[src/rtl/sig_bwd_pkg.sv]
// Shared Q8.8 constants, types and accumulator defaults for the sigmoid backward path.
// SIG_BWD_ROUND_EN selects round-half-up on delta instead of floor.
package sig_bwd_pkg;

  localparam int Q_FRAC = 8;
  localparam int Q_ONE  = 256;
  localparam int Q_HALF = 128;

  localparam int DATA_W_DEF = 16;
  localparam int ACC_W_DEF  = 24;
  localparam int CNT_W_DEF  = 16;

  typedef logic signed [15:0] q88_t;
  typedef logic        [15:0] uq88_t;

  localparam int ACC_MAX_DEF = (1 << (ACC_W_DEF - 1)) - 1;
  localparam int ACC_MIN_DEF = -(1 << (ACC_W_DEF - 1));

`ifdef SIG_BWD_ROUND_EN
  localparam int ROUND_BIAS = Q_HALF;
`else
  localparam int ROUND_BIAS = 0;
`endif

endpackage

[src/rtl/sig_deriv_calc.sv]
// Combinational sigmoid derivative: clamp s to 1.0, then d = s*(1-s) in Q8.8 (truncated).
module sig_deriv_calc
  import sig_bwd_pkg::*;
#(
  parameter int DATA_W = DATA_W_DEF
) (
  input  logic [DATA_W-1:0] sig,
  output logic [DATA_W-1:0] deriv
);

  logic [8:0]  sc;
  logic [8:0]  one_minus;
  logic [17:0] prod;

  always_comb begin
    sc = (sig > DATA_W'(Q_ONE)) ? 9'(Q_ONE) : sig[8:0];
    one_minus = 9'(Q_ONE) - sc;
    prod = {9'd0, sc} * {9'd0, one_minus};
    deriv = DATA_W'(prod >> Q_FRAC);
  end

endmodule

[src/rtl/sig_bwd_delta.sv]
// Two-stage valid/ready pipeline computing delta = e * s(1-s) with a saturating accumulator.
// Rounding of delta is controlled by SIG_BWD_ROUND_EN (see sig_bwd_pkg).
module sig_bwd_delta
  import sig_bwd_pkg::*;
#(
  parameter int DATA_W = DATA_W_DEF,
  parameter int ACC_W  = ACC_W_DEF,
  parameter int CNT_W  = CNT_W_DEF
) (
  input  logic                     clk,
  input  logic                     rst_n,
  input  logic                     in_valid,
  output logic                     in_ready,
  input  logic [DATA_W-1:0]        in_sig,
  input  logic [DATA_W-1:0]        in_err,
  output logic                     out_valid,
  input  logic                     out_ready,
  output logic signed [DATA_W-1:0] out_delta,
  output logic [DATA_W-1:0]        out_deriv,
  input  logic                     acc_clr,
  output logic signed [ACC_W-1:0]  acc_sum,
  output logic [CNT_W-1:0]         sample_cnt
);

  localparam int PW = 2 * DATA_W;
  localparam logic signed [ACC_W-1:0] ACC_MAX = {1'b0, {(ACC_W-1){1'b1}}};
  localparam logic signed [ACC_W-1:0] ACC_MIN = {1'b1, {(ACC_W-1){1'b0}}};

  logic                     s1_valid;
  logic                     s1_adv;
  logic                     in_fire;
  logic                     out_fire;
  logic [DATA_W-1:0]        s1_deriv;
  logic signed [DATA_W-1:0] s1_err;
  logic [DATA_W-1:0]        calc_deriv;
  logic signed [PW-1:0]     prod;
  logic signed [PW-1:0]     prod_biased;
  logic signed [PW-1:0]     delta_full;
  logic signed [ACC_W:0]    acc_base;
  logic signed [ACC_W:0]    acc_next;
  logic signed [ACC_W-1:0]  acc_sat;

  sig_deriv_calc #(.DATA_W(DATA_W)) u_deriv (
    .sig   (in_sig),
    .deriv (calc_deriv)
  );

  // Ready depends only on registered state, never on in_valid.
  assign s1_adv   = !out_valid || out_ready;
  assign in_ready = !s1_valid || s1_adv;
  assign in_fire  = in_valid && in_ready;
  assign out_fire = out_valid && out_ready;

  always_comb begin
    prod        = PW'(s1_err) * $signed({{DATA_W{1'b0}}, s1_deriv});
    prod_biased = prod + PW'(ROUND_BIAS);
    delta_full  = prod_biased >>> Q_FRAC;
  end

  always_ff @(posedge clk or negedge rst_n) begin
    if (!rst_n) begin
      s1_valid  <= 1'b0;
      s1_deriv  <= '0;
      s1_err    <= '0;
      out_valid <= 1'b0;
      out_delta <= '0;
      out_deriv <= '0;
    end else begin
      if (in_fire) begin
        s1_valid <= 1'b1;
        s1_deriv <= calc_deriv;
        s1_err   <= $signed(in_err);
      end else if (s1_adv) begin
        s1_valid <= 1'b0;
      end
      if (s1_adv) begin
        out_valid <= s1_valid;
        if (s1_valid) begin
          out_delta <= DATA_W'(delta_full);
          out_deriv <= s1_deriv;
        end
      end
    end
  end

  // Clear takes effect before the add, so a clear during a fire leaves just that delta.
  always_comb begin
    acc_base = acc_clr ? '0 : {acc_sum[ACC_W-1], acc_sum};
    acc_next = acc_base + (ACC_W+1)'(out_delta);
    if (acc_next[ACC_W] != acc_next[ACC_W-1])
      acc_sat = acc_next[ACC_W] ? ACC_MIN : ACC_MAX;
    else
      acc_sat = acc_next[ACC_W-1:0];
  end

  always_ff @(posedge clk or negedge rst_n) begin
    if (!rst_n) begin
      acc_sum    <= '0;
      sample_cnt <= '0;
    end else begin
      if (out_fire) begin
        acc_sum    <= acc_sat;
        sample_cnt <= acc_clr ? CNT_W'(1) : sample_cnt + CNT_W'(1);
      end else if (acc_clr) begin
        acc_sum    <= '0;
        sample_cnt <= '0;
      end
    end
  end

endmodule

[config.mk]
export PLATFORM = sky130hd
export DESIGN_NAME = sig_bwd_delta
export DESIGN_NICKNAME = d
export VERILOG_FILES = /design/src/rtl/sig_bwd_pkg.sv /design/src/rtl/sig_deriv_calc.sv /design/src/rtl/sig_bwd_delta.sv
export SDC_FILE = /design/constraint.sdc
export NUM_CORES = 1
export LEC_CHECK = 0
export BUFFER_PORTS_ARGS = -buffer_cell sky130_fd_sc_hd__buf_2
export CAP_MARGIN = 20
export CORE_MARGIN = 10
export CORE_UTILIZATION = 30
export DETAILED_ROUTE_END_ITERATION = 16
export PLACE_DENSITY = 0.48
export SLEW_MARGIN = 20
export SYNTH_ARGS = -nofsm -noshare
export SYNTH_HDL_FRONTEND = slang
export SYNTH_SLANG_ARGS = --single-unit
export TNS_END_PERCENT = 1
[constraint.sdc]
create_clock -name clk -period 7.25 [get_ports clk]
set_input_delay 1.45 -clock clk [delete_from_list [all_inputs] [get_ports clk]]
set_output_delay 1.45 -clock clk [all_outputs]
set_load 0.01 [all_outputs]
Yosys cells after proc, flatten, opt, wreduce, memory -nomap -nowiden

Cells that the tools add are included.

Add/sub/neg operators: 3
Multipliers: 2
$lt $le $gt $ge: 1
Eq/ne operators: 1
Mux-type cells: 11
Reduce and logical (&&, ||, !) cells: 9

Operator list:

| cell                                                 | count |
|---|---|
| 2-to-1 mux 24 bit                                    | 4 |
| 2-to-1 mux 16 bit                                    | 3 |
| adder 25 x 16 -> 25 bit                              | 1 |
| 2-to-1 mux 25 bit                                    | 1 |
| multiplier 16 x 11 -> 24 bit                         | 1 |
| multiplier 9 x 9 -> 18 bit                           | 1 |
| adder 16 x 1 -> 16 bit (second input constant)       | 1 |
| > comparator 16 x 9 -> 1 bit (second input constant) | 1 |
| 2-to-1 mux 9 bit                                     | 1 |
| subtractor 9 bit (first input constant)              | 1 |
| nonzero test 2 bit                                   | 2 |
| logical AND 1 bit                                    | 2 |
| logical NOT 1 bit                                    | 2 |
| logical OR 1 bit                                     | 2 |
| 2-to-1 mux 1 bit                                     | 2 |
| AND reduction 2 bit                                  | 1 |
| inequality test 1 bit                                | 1 |

Register bits: 94
Input bits: 37
Output and inout bits: 74
Logic and storage cells: 35

Longest topological paths before layout

Depth in word-level cells: 5
Gate-level depth with buffers: 29
Mapped depth without buffers: 28

Modules after synthesis

Synthesis repeated with hierarchy kept, for this count alone.

Cell total of the unflattened synthesis: 1,611
Area, all modules: 15,212.1 µm²

Modules (own cells, without submodules):

| module         | times used | cells an instance | area an instance (µm²) | sequential area each (µm²) |
|---|---|---|---|---|
| sig_bwd_delta  | 1          | 1,261             | 12,353.1               | 2,652.5 |
| sig_deriv_calc | 1          | 350               | 2,859.0                | 0.0 |

Least setup slack after synthesis

Ideal clock, no wire load.

Path type: input to register
From: input port in_sig[12]
To: register s1_deriv[8]
Setup time: 0.131 ns
Arrival: 8.144 ns
Required time: 7.119 ns
Setup slack: -1.025 ns
Cell stages on the path: 27
Buffers on the path: 1
Path through: or4_1 -> or4_1 -> a21oi_1 -> and2_1 -> clkbuf_1 -> inv_2 -> ha_1 -> and2_1 -> and3_1 -> ha_1 -> or2_1 -> fa_1 -> fa_1 -> inv_1 -> fa_1 -> inv_1 -> fa_1 -> inv_1 -> ha_1 -> nor2_1 -> o2bb2ai_1 -> a31oi_4 -> a41o_2 -> o41ai_2 -> o21ai_2 -> xnor2_1 -> o21ai_1

Cells in the longest elaborated chain, start to end: 4

RTL lines:

| what                           | line                 | text |
|---|---|---|
| start: declaration             | sig_bwd_delta.sv:14  | `input logic [DATA_W-1:0] in_sig,` |
| > comparator 16 x 9 -> 1 bit * | sig_deriv_calc.sv:16 | `sc = (sig > DATA_W'(Q_ONE)) ? 9'(Q_ONE) : sig[8:0];` |
| 2-to-1 mux 9 bit *             | sig_deriv_calc.sv:16 |  |
| subtractor 9 bit               | sig_deriv_calc.sv:17 | `one_minus = 9'(Q_ONE) - sc;` |
| multiplier 9 x 9 -> 18 bit *   | sig_deriv_calc.sv:18 | `prod = {9'd0, sc} * {9'd0, one_minus};` |
| end signal: assignment         | sig_bwd_delta.sv:71  | `s1_deriv <= calc_deriv;` |
| end: declaration               | sig_bwd_delta.sv:33  | `logic [DATA_W-1:0] s1_deriv;` |

Every way passes the cells marked *; elsewhere a longest branch is shown, timed or not.
A chain may end at the register's enable or synchronous reset.

Worst setup path after layout

From: input port in_sig[15]
To: register s1_deriv[6]

Same word-level chain as after synthesis.

==> summary.txt <==
STA
  • Fin crit share: 98.7%
  • Final WS setup: ~0.092 ns
  • RSZ-0062 raised after global routing: true
  • Slew Viols, Final: 0
  • Final Critical Period: 7.16 ns
  • # setup viols final: 0
  • Fmax: 0.140 GHz
  • Clock Skew: 0.0112 ns
  • Worst-Margin Slew: 0.834 ns
  • Hold slack: 0.508 ns
  • Hold Vio Cnt, Final: 0
  • Max-slew headroom: ~44%

Floorplan
  • Die Ht: 228 um
  • # IOs: 111
  • Die width: 228 um
  • Initial Utilization: 30.1%
  • Die area: ~52000 um2
  • Core footprint: 42900 um2
  • # rows: 76

Synth
  • EDFF count, synth: 0
  • Synth Register Bits: 94
  • Cell Area, Synth: 12900 um2
  • Post-synth top area cell: fa_1
  • Seq/Total Area, Yosys: 18.2%
  • YS warnings: 0
  • Mean Syn Cell Area: 9.02 um2
  • Most common flop cell mapped by yosys: dfrtp_1
  • Yosys cell types: 63
  • Ys async rst share: 100%
  • Area contributors post-synth: fa_1, dfrtp_1, ha_1, inv_1, and2_1
  • Post-synth top area share: 27.7%
  • Syn Inst Count: 1433

Power
  • VDD IR max: roughly 0.00014 V
  • PD cells: 127 nW/um2
  • Pleak: around 7.3 nW

Detailed routing
  • Vias: 9786
  • DRC Markers: 0
  • Vias/cell: 4.58
  • WL/cell: 15.5 um
  • Final ANT Viol Nets: 0
  • Routed WL: around 33000 um
  • Drt initial violations: between 400 and 500
  • Drt first pass iters: 5

Setup path
  • Arr. time, crit path: 7.40 ns
  • Worst reg-to-reg setup slack: between 1 and 1.5 ns
  • End of the worst register-to-register path: out_delta[15]
  • Worst-path fanout max: 5
  • Reg2reg start: s1_deriv[6]
  • Most used cell, CP: fa_1
  • Crit path kind: primary input to flop
  • Reg2reg path depth: 17
  • Worst Setup End Kind: flop
  • CP peak stage delay: between 0.5 and 0.6 ns
  • CP Data Required Time: 7.49 ns
  • Crit path launch type: primary input
  • Worst path slowest cell: fa_1

Layout
  • Layout area overhead: 14.7%
  • Antenna diode count: 0
  • Total Nets Final: 1885
  • Fillers: 4468
  • Layout cells sized above 1: between 10% and 20%

Status
  • Status: complete, no violations

CTS
  • CTS Buf Count: 9
  • Reg clk slew, reported paths: 0.08 ns
  • Hold_buf cts: 0
  • CTS tree: built
  • H-Tree Depth: 3
  • Clk root buf: clkbuf_16
  • Clock latency on the worst-skew pair: around 0.37 ns
  • Clk buf depth: 2
  • Clk sink count: 94

Global routing
  • Vias in the first global route: 10.0k
  • All-Layer GR Usage: 13.1%
  • Total gr overflow: 0
  • Largest net degree at the start of global routing: 50
  • Initial antenna violation count: 1
  • First-pass GRT wire length: 54000 um

Place
  • DPL Wire Length: around 26000 um
  • IO buf count: 104
  • Place WS: -0.482 ns
  • RD Place Congestion: about 0.83

Min path
  • Worst min-delay path class: flop to flop
  • Hold path start: acc_sum[19]
  • Hold EP: acc_sum[19]
  • Hold Crit Depth: 2

Run
  • Max-Cap Viols: 0
==> sequential cells by signal, indices dropped and copies added, names as in the netlist <==
name,count
s1_err,16
out_deriv,10
acc_sum,24
out_valid,1
s1_valid,1
s1_deriv,10
out_delta,16
sample_cnt,16
==> cell families (layout without fill, tap and decap cells) <==
logic type	after synthesis	after routing	share of synthesized area, %
AO/OA/AOI/OAI	183	183	8.94
flip-flops	94	94	18.2
other	2	7	0.0581
buffers and inverters	282	397	8.39
multiplexers	29	29	2.50
XOR/XNOR	67	67	4.54
AND/OR/NAND/NOR	476	476	18.0
adder cells (fa/ha/maj)	300	300	39.4
==> stage by stage <==
step	total power [mW]	utilization, %	cell area [um2]	TNS [ns]	cells
finish	1.89	34.6	14800	0	2138
floorplan	1.16	-	13100	-0.971	1438
global route	2.04	34.6	14800	-0.441	2138
CTS	1.93	34.5	14800	0	2138
global placement	1.41	33.7	14400	-2.32	2118
detailed placement	1.42	33.7	14500	-2.84	2118
==> worst max-delay path, delay by kind of cell <==
family,cells,cell delay [ns]
adder cells (fa/ha/maj),7,2.54
buffers and inverters,7,0.57
AND/OR/NAND/NOR,7,1.86
AO/OA/AOI/OAI,6,0.89
XOR/XNOR,1,0.09
==> routing by layer <==
metal,routed length [um],GRT usage (%),vias to the layer above
met5,18,0,-
met4,288,2.02,2
met3,1740,2.72,21
met2,14800,20.5,152
met1,16300,18.4,4855
li1,-,-,4756
==> Yosys cell counts, drive strengths merged, types with 6 or more instances <==
master  count
xor2       28
nand2b      8
a21oi      42
xnor2      39
ha        121
and2      102
a21o       15
nor3       11
or3         6
nand4       9
inv       222
nor2      103
a211oi     10
nand2     156
buf        12
clkbuf     48
o21ai      71
dfrtp      94
fa        179
nor2b      24
and3       13
or2        17
a31oi       7
nand3      14
mux2       26
==> cell type report <==
class                   count  area, um2  share of cell area [%]
well taps                 585        732                    4.94
multi-input cells        1062       9670                    65.2
clock inverters             7       73.8                   0.498
clock buffers               9        225                    1.52
inverters                 222        838                    5.65
repair buffers            159        940                    6.34
flip-flops and latches     94       2350                    15.9
==> power breakdown <==
part	switching, mW	internal [mW]	leakage (nW)
sequential	0.123	0.601	1.23
combinational	0.390	0.281	5.97
clock	0.250	0.244	0.140
total	0.764	1.13	7.34
==> placed cells by master, fill, tap and decap left out, drive strengths merged, types with 39 or more instances in the layout <==
master	n
o21ai	71
fa	179
ha	121
nor2	103
inv	225
nand2	156
xnor2	39
buf	159
a21oi	42
dfrtp	94
and2	102
==> worst max path at each step <==
stage / startpoint / end / slack, ns / cells past startpoint
final: in_sig[15] / s1_deriv[6] / 0.09 / 28
after global routing: in_sig[15] / s1_deriv[6] / -0.12 / 28
after CTS: in_sig[6] / s1_deriv[6] / 0.02 / 29
after detailed placement: in_sig[15] / s1_deriv[6] / -0.48 / 26
after global placement: in_sig[15] / s1_deriv[9] / -0.42 / 26
after floorplan: in_sig[15] / s1_deriv[9] / -0.25 / 27
==> repair_timing <==
item | in CTS | in global routing
setup endpoints to repair | 4 | 6
resized for setup | 4 | 8
setup buffers | 4 | 0
pin swaps | 7 | 14
Power figures use the tool's default switching activity.
